**src/rtl/bp_pkg.sv**
```systemverilog
// bp_pkg: shared branch-predictor constants, counter type and saturating counter step.
package bp_pkg;
    localparam int CTR_BITS  = 2;
    localparam int STAT_BITS = 32;
    typedef logic [CTR_BITS-1:0] ctr_t;
    localparam ctr_t SNT = 2'd0;
    localparam ctr_t WNT = 2'd1;
    localparam ctr_t WT  = 2'd2;
    localparam ctr_t ST  = 2'd3;
    function automatic ctr_t sat_ctr(ctr_t c, logic up);
        return up ? ((c == ST) ? ST : c + 1'b1) : ((c == SNT) ? SNT : c - 1'b1);
    endfunction
endpackage

```
**src/rtl/btb_cam_match.sv**
```systemverilog
// btb_cam_match: fully-associative tag match over a valid vector; lowest matching index wins.
module btb_cam_match #(
    parameter int DEPTH    = 16,
    parameter int INDX     = 4,
    parameter int TAG_BITS = 30
) (
    input  logic [DEPTH-1:0]               valid,
    input  logic [DEPTH-1:0][TAG_BITS-1:0] tags,
    input  logic [TAG_BITS-1:0]            key,
    output logic                           hit,
    output logic [INDX-1:0]                idx
);
    always_comb begin
        hit = 1'b0;
        idx = '0;
        for (int i = DEPTH - 1; i >= 0; i--) begin
            if (valid[i] && tags[i] == key) begin
                hit = 1'b1;
                idx = INDX'(i);
            end
        end
    end
endmodule

```
**src/rtl/branch_target_buffer.sv**
```systemverilog
// branch_target_buffer: fully-associative BTB with 2-bit counters and round-robin replacement.
// Optional statistics counters are enabled by defining BTB_STATS_EN.
module branch_target_buffer
    import bp_pkg::*;
#(
    parameter int PC_BITS = 32,
    parameter int DEPTH   = 16,
    parameter int INDX    = 4
) (
    input  logic               clk,
    input  logic               rst,
    input  logic [PC_BITS-1:0] F_pc_va,
    input  logic               F_stall,
    input  logic               MEM_stall,
    input  logic               Itlb_stall,
    input  logic               flush,
    input  logic               EX_brn,
    input  logic [PC_BITS-1:0] EX_pc,
    input  logic [PC_BITS-1:0] EX_alu_out,
    input  logic               EX_true_taken,
    input  logic               EX_pred_taken,
    input  logic [PC_BITS-1:0] EX_pred_target,
    output logic [PC_BITS-1:0] F_BP_target_pc,
    output logic               F_BP_taken,
    output logic               F_BP_hit,
    output logic               EX_mispredict
`ifdef BTB_STATS_EN
    ,
    output logic [STAT_BITS-1:0] stat_lookups,
    output logic [STAT_BITS-1:0] stat_hits,
    output logic [STAT_BITS-1:0] stat_mispredicts
`endif
);
    localparam int TAG_BITS = PC_BITS - 2;

    logic [DEPTH-1:0]               valid_q, valid_d;
    logic [DEPTH-1:0][TAG_BITS-1:0] tag_q, tag_d;
    logic [DEPTH-1:0][PC_BITS-1:0]  target_q, target_d;
    ctr_t [DEPTH-1:0]               ctr_q, ctr_d;
    logic [INDX-1:0]                vptr_q, vptr_d;

    logic            f_hit, ex_hit, inv_any, any_stall;
    logic [INDX-1:0] f_idx, ex_idx, inv_idx, alloc_idx;
    logic [PC_BITS-1:0] seq_pc;
    logic unused_pc_bits;

    assign unused_pc_bits = ^{F_pc_va[1:0], EX_pc[1:0]};

    btb_cam_match #(.DEPTH(DEPTH), .INDX(INDX), .TAG_BITS(TAG_BITS)) u_fetch_match (
        .valid(valid_q), .tags(tag_q), .key(F_pc_va[PC_BITS-1:2]), .hit(f_hit), .idx(f_idx)
    );

    btb_cam_match #(.DEPTH(DEPTH), .INDX(INDX), .TAG_BITS(TAG_BITS)) u_ex_match (
        .valid(valid_q), .tags(tag_q), .key(EX_pc[PC_BITS-1:2]), .hit(ex_hit), .idx(ex_idx)
    );

    always_comb begin
        inv_any = 1'b0;
        inv_idx = '0;
        for (int i = DEPTH - 1; i >= 0; i--) begin
            if (!valid_q[i]) begin
                inv_any = 1'b1;
                inv_idx = INDX'(i);
            end
        end
    end

    assign alloc_idx      = inv_any ? inv_idx : vptr_q;
    assign any_stall      = F_stall | MEM_stall | Itlb_stall;
    assign seq_pc         = any_stall ? F_pc_va : F_pc_va + PC_BITS'(4);
    assign F_BP_hit       = f_hit;
    assign F_BP_taken     = f_hit & ctr_q[f_idx][1];
    assign F_BP_target_pc = F_BP_taken ? target_q[f_idx] : seq_pc;
    assign EX_mispredict  = EX_brn & ((EX_pred_taken != EX_true_taken) |
                                      (EX_true_taken & (EX_pred_target != EX_alu_out)));

    // Flush drops a coincident EX update; stalls never gate training.
    always_comb begin
        valid_d  = valid_q;
        tag_d    = tag_q;
        target_d = target_q;
        ctr_d    = ctr_q;
        vptr_d   = vptr_q;
        if (flush) begin
            valid_d = '0;
            ctr_d   = '0;
            vptr_d  = '0;
        end else if (EX_brn && ex_hit) begin
            ctr_d[ex_idx] = sat_ctr(ctr_q[ex_idx], EX_true_taken);
            if (EX_true_taken) target_d[ex_idx] = EX_alu_out;
        end else if (EX_brn) begin
            valid_d[alloc_idx]  = 1'b1;
            tag_d[alloc_idx]    = EX_pc[PC_BITS-1:2];
            target_d[alloc_idx] = EX_alu_out;
            ctr_d[alloc_idx]    = EX_true_taken ? WT : WNT;
            vptr_d              = inv_any ? vptr_q : vptr_q + 1'b1;
        end
    end

    always_ff @(posedge clk) begin
        if (rst) begin
            valid_q  <= '0;
            tag_q    <= '0;
            target_q <= '0;
            ctr_q    <= '0;
            vptr_q   <= '0;
        end else begin
            valid_q  <= valid_d;
            tag_q    <= tag_d;
            target_q <= target_d;
            ctr_q    <= ctr_d;
            vptr_q   <= vptr_d;
        end
    end

`ifdef BTB_STATS_EN
    logic [STAT_BITS-1:0] lookups_q, lookups_d, hits_q, hits_d, misp_q, misp_d;

    always_comb begin
        lookups_d = flush ? '0 : (!any_stall && !(&lookups_q)) ? lookups_q + 1'b1 : lookups_q;
        hits_d    = flush ? '0 : (!any_stall && f_hit && !(&hits_q)) ? hits_q + 1'b1 : hits_q;
        misp_d    = flush ? '0 : (EX_mispredict && !(&misp_q)) ? misp_q + 1'b1 : misp_q;
    end

    always_ff @(posedge clk) begin
        if (rst) begin
            lookups_q <= '0;
            hits_q    <= '0;
            misp_q    <= '0;
        end else begin
            lookups_q <= lookups_d;
            hits_q    <= hits_d;
            misp_q    <= misp_d;
        end
    end

    assign stat_lookups     = lookups_q;
    assign stat_hits        = hits_q;
    assign stat_mispredicts = misp_q;
`endif
endmodule
```
**config.mk**
```make
export PLATFORM = sky130hd
export DESIGN_NAME = branch_target_buffer
export DESIGN_NICKNAME = d
export VERILOG_FILES = /design/src/rtl/bp_pkg.sv /design/src/rtl/btb_cam_match.sv /design/src/rtl/branch_target_buffer.sv
export SDC_FILE = /design/constraint.sdc
export NUM_CORES = 2
export LEC_CHECK = 0
export ABC_AREA = 1
export BUFFER_PORTS_ARGS = -buffer_cell sky130_fd_sc_hd__buf_2
export CAP_MARGIN = 20
export CORE_UTILIZATION = 45
export DETAILED_ROUTE_END_ITERATION = 8
export REMOVE_ABC_BUFFERS = 1
export SLEW_MARGIN = 10
export SYNTH_ARGS = -nofsm -noshare
export SYNTH_HDL_FRONTEND = slang
export SYNTH_SLANG_ARGS = --single-unit
```
**constraint.sdc**
```tcl
create_clock -name clk -period 8.3 [get_ports clk]
set_input_delay 1.66 -clock clk [delete_from_list [all_inputs] [get_ports clk]]
set_output_delay 1.66 -clock clk [all_outputs]
set_load 0.05 [all_outputs]
```
After elaboration in Yosys (flattened, before gate mapping)
Cells that the tools add are included.
W data, S select, Z words.
Storage, ports and cells
  flip-flop bits (word level): 1044
  bits in latches: 0
  RAM bits: 0
  bits in read-only memories: 0
  input bits: 137
  output and inout bits: 35
  logic and storage cells: 278
  memories kept: 0
Cells by class
  add/sub/neg operators: 4
  multipliers: 0
  divide/modulo/power cells: 0
  magnitude comparators: 5
  equality and inequality tests: 36
  shift-type cells: 0
  mux-type cells: 131
  bitwise logic cells: 10
  reduce and logical (&&, ||, !) cells: 42
Operators by type and width (number)
  $mux W512: 3
  $bwmux W512: 2
  $eq A30 B30 Y1: 32
  $bwmux W480: 1
  $demux W32 S4: 2
  $mux W32: 7
  $mux W4: 49
  $bmux W32 S4: 1
  $demux W30 S4: 1
  $bwmux W32: 2
  $mux W1: 49
  $logic_and A1 B1 Y1: 35
  $add A32 B3 Y32 const B: 1
  $ne A32 B32 Y1: 1
  $mux W30: 1
  $bmux W2 S4: 2
  $demux W2 S4: 2
  $mux W2: 8
  $or A16 B16 Y16: 1
  $lt A4 B5 Y1 const B: 3
  $reduce_and A3 Y1: 3
  $ge A4 B1 Y1 const B: 2
  $add A4 B1 Y4 const B: 1
  $demux W1 S4: 1
  12 further kinds: 18

Depth between registers and ports, before layout
  word-level depth: 25
  depth in mapped cells: 37
  mapped depth without buffers: 35

By module
Synthesis repeated with hierarchy kept, for this count alone.
Second synthesis, totals
  cells, all modules: 9368
  area, all modules: 59583.4 um^2
Modules (own cells, without submodules)
  branch_target_buffer: times used 1, cells each 6848, area an instance 46180.5 um^2, seq. area each 20900.0 um^2
  btb_cam_match: times used 2, cells each 1260, area an instance 6701.4 um^2, seq. area each 0.0 um^2

Worst setup path before layout
OpenSTA, ideal clock, no wires.
  path kind: input to output
  start: input port F_pc_va[24]
  end: output port F_BP_target_pc[26]
  arrival: 4813 ps
  required time: 6640 ps
  slack: 1827 ps
  stages: 18
  buffers on the path: 4
  cell sequence: buf_2 > inv_1 > buf_2 > o21ai_0 > or4_1 > nor4_1 > nand4_2 > nand3_2 > inv_2 > buf_4 > nand2_1 > nand3_1 > nand2_1 > nand2_2 > nand2_2 > buf_2 > nand3_1 > nand2_1
Between the ends
  cells in the longest elaborated chain, start to end: 22
  elaborated cells on any way between the ends: 72
  those cells by class: add/sub (1); eq/ne (16); mux (38); bitwise (1); reduce/logical (16)
Ends and longest elaborated chain
  from (decl): RTL line branch_target_buffer.sv:12  | input logic [PC_BITS-1:0] F_pc_va,
  $eq A30 B30 Y1: RTL line btb_cam_match.sv:17  | if (valid[i] && tags[i] == key) begin
  $logic_and A1 B1 Y1: RTL line btb_cam_match.sv:17
  $mux W4 (16 in a row): RTL line btb_cam_match.sv:17
  $bmux W2 S4: RTL line branch_target_buffer.sv:72  | assign F_BP_taken = f_hit & ctr_q[f_idx][1];
  $mux W2 (not written as such): RTL line branch_target_buffer.sv:72
  $and A1 B1 Y1 (*): RTL line branch_target_buffer.sv:72
  named net F_BP_taken: RTL line branch_target_buffer.sv:24  | output logic F_BP_taken,
  $mux W32 (*): RTL line branch_target_buffer.sv:73  | assign F_BP_target_pc = F_BP_taken ? target_q[f_idx] : seq_pc;
  to (decl): RTL line branch_target_buffer.sv:23  | output logic [PC_BITS-1:0] F_BP_target_pc,
The timed path passes the listed nets; every way through them passes the cells marked *. The select of a mux whose other input is x is not followed.

Worst setup path after layout
  start: input port F_pc_va[25]
  end: output port F_BP_target_pc[7]
Between the ends
  cells in the longest elaborated chain, start to end: 22
  elaborated cells on any way between the ends: 70
  those cells by class: eq/ne (16); mux (37); bitwise (1); reduce/logical (16)
Ends and longest elaborated chain (RTL line)
  $eq A30 B30 Y1: btb_cam_match.sv:17
  $logic_and A1 B1 Y1: btb_cam_match.sv:17
  $mux W4 (16 in a row): btb_cam_match.sv:17
  $bmux W2 S4: branch_target_buffer.sv:72
  $mux W2 (not written as such): branch_target_buffer.sv:72
  $and A1 B1 Y1: branch_target_buffer.sv:72
  $mux W32 (*): branch_target_buffer.sv:73
Every way passes the cells marked *; elsewhere a longest branch is shown, timed or not. The select of a mux whose other input is x is not followed.

==> results.json <==
{
  "drc_errors": 0,
  "cts_hold_buf": 0,
  "power-per-cell-area_nw_per_um2": 191,
  "grt_use_met3_pct": 13.9,
  "overflow": 0,
  "insertion_delay_ns": 0.78,
  "required_ns": 6.64,
  "synthesis.area_um2": 55700,
  "ys_warn_count": 0,
  "yosysTopAreaCell": "dfxtp_1",
  "min_to": "vptr_q[3]",
  "dp_hpwl_um": 169000,
  "synth_most_common_cell": "a21oi_1",
  "io_pins": 172,
  "cts_tree": "yes",
  "drt_first_iter_violations": 9617,
  "ir_worst_vdd_v": 0.000206,
  "first_pass_iters": 8,
  "grt_busiest_layer": "met2",
  "clock.fmax_mhz": 123,
  "hp-class": "flip-flop to flip-flop",
  "cts_setup_buffers": 0,
  "ys_ff_latch": 1044,
  "final_nets": 7985,
  "synth-seq-area-share_pct": 37.5,
  "setup_viol": 0,
  "grt_antenna_before_repair": 13,
  "rows": 128,
  "max_stage_delay_ns": 0.66,
  "synth_top_area_share_pct": 37.5,
  "wl_um": 276000,
  "startpoint_type": "input pin",
  "wl_per_cell_um": 28.8,
  "met2_usage_pct": 62.3,
  "grt_max_degree": 258,
  "leakagePower_nw": 23.9,
  "layout_min_cycle_time_ns": 8.14,
  "hold_start": "vptr_q[3]",
  "ant_nets": 0,
  "grtUsageTotal_pct": 42.3,
  "async_flop_share_pct": 0,
  "synth_cell_types": 57,
  "power_w": 0.0119,
  "timing.hold.ws_ns": 0.471,
  "htreeDepth": 3,
  "cts.repair.resized": 0,
  "status": "finished clean",
  "start_util_pct": 45.5,
  "dr_total_vias": 60900,
  "place.gp.congestion": 1.04,
  "synth_common_cells": "a21oi_1 (1210), o21ai_0 (1109), dfxtp_1 (1044)",
  "r2r_end": "target_q[357]",
  "cp-end-kind": "output pin",
  "cp_data_arrival_time_ns": 6.48,
  "layout-drive-gt1-share_pct": 9.88,
  "numCtsBuffers": 117,
  "clkTransAtPathRegs_ns": 0.06,
  "postSynthAreaPerCell_um2": 6.98,
  "clock-sinks": 1044,
  "area_growth_pct": 12.2,
  "tightest_slew_ns": 1.31,
  "gr-usage-met1_pct": 52.8,
  "viasPerCell": 6.36,
  "fp.dieH_um": 354,
  "synth_enable_flop_cells": 0,
  "portBuffers": 169,
  "min_period_over_period_pct": 98.1,
  "r2r_start": "valid_q[6]",
  "core_area_um2": 122000,
  "path_max_fanout": 33,
  "die_x_um": 354,
  "synth_ff_type": "dfxtp_1",
  "drv_slew": 0,
  "rsz0062_at_grt": "false",
  "cts_max_path_buffers": 3,
  "cp_common_cell": "nand2_1",
  "cts-root-buf": "clkbuf_16",
  "min_path_cells": 2,
  "ff2ff_setup_slack_ns": 3.40,
  "die_area_um2": 125000,
  "grt_pass1_vias": 54700,
  "hold_viol_final": 0,
  "grt_pass1_wl_um": 389000,
  "cp_slowest_cell": "inv_1",
  "finClkSkew_ns": 0.0445,
  "synth_area_leaders": "dfxtp_1 (38%), a21oi_1 (11%), o21ai_0 (10%)",
  "fin_util_pct": 51.1,
  "max_slew_margin_pct": 12.5,
  "synth_cells": 7980,
  "maxCapViolCount": 0,
  "criticalPathCategory": "input pin to output pin",
  "reg2regPathDepth": 17
}
[state kept, by name, summed over array words and instances (netlist names)]
register and count:
target_q 512, valid_q 16, ctr_q 32, tag_q 480, vptr_q 4
[worst max-delay path: cells and delay by family]
| family | cells | cell delay [ns] |
|---|---|---|
| AOI/OAI and AO/OA | 2 | 0.21 |
| and+or+nand+nor | 22 | 2.88 |
| buffers and inverters | 5 | 1.69 |
[cell usage in the layout, fill, tap and decap left out, types with 25 or more instances in the layout]
master,n
a21oi_1,1209
a221oi_1,26
buf_12,57
buf_2,158
buf_4,216
clkbuf_16,118
clkbuf_8,28
clkinv_1,29
dfxtp_1,1044
inv_1,756
inv_2,55
nand2_1,975
nand3_1,439
nand3b_1,135
nand4_1,99
nor2_1,242
nor2_4,33
nor3_1,33
nor4_1,96
o2111ai_1,26
o211ai_1,25
o21ai_0,1109
o21ai_1,163
o22ai_1,361
xnor2_1,163
xor2_1,147
[worst max-delay path by stage]
stage | end | startpoint
after detailed placement | F_BP_target_pc[7] | F_pc_va[25]
after CTS | F_BP_target_pc[7] | F_pc_va[25]
after global placement | F_BP_target_pc[7] | F_pc_va[25]
after global routing | F_BP_target_pc[7] | F_pc_va[25]
final | F_BP_target_pc[7] | F_pc_va[25]
after floorplan | tag_q[0] | rst
[metal layers]
metal	up-vias	routed length (um)
met5	-	75
met4	8	21800
met3	1220	35800
met2	4312	114000
met1	28400	104000
li1	27000	-
[stage by stage]
| step | area [um^2] | setup TNS [ns] | cells | setup WS (ns) |
|---|---|---|---|---|
| floorplan | 52600 | -4444.31 | 7295 | -4.45 |
| global placement | 58300 | 0 | 9351 | 0.417 |
| detailed placement | 58300 | 0 | 9351 | 0.442 |
| CTS | 62400 | 0 | 9561 | 0.423 |
| global route | 62500 | 0 | 9563 | 0.0732 |
| finish | 62500 | 0 | 9580 | 0.158 |
[cell families after synthesis]
group | Yosys count | share of synthesized area, %
compound gates | 2955 | 28.1
xor+xnor | 310 | 4.87
fa+ha+maj | 2 | 0.0449
buf+inv | 1531 | 11.4
flops | 1044 | 37.5
simple gates | 2138 | 18.1
[area by class of cell]
cell class	instances	area, um^2
well taps	1625	2030
inverters	846	3190
clock buffers	168	3420
flip-flops and latches	1044	20900
fillers	12300	59800
diodes	18	45.0
clock inverters	42	694
multi-input cells	5405	28700
repair buffers	432	3580
[power by group]
part / leakage (nW) / internal, W / switching [W]
sequential: 8.42 / 0.00504 / 0.0000261
clock: 2.00 / 0.00330 / 0.00231
combinational: 13.5 / 0.000297 / 0.000953
Power figures use the tool's default switching activity.
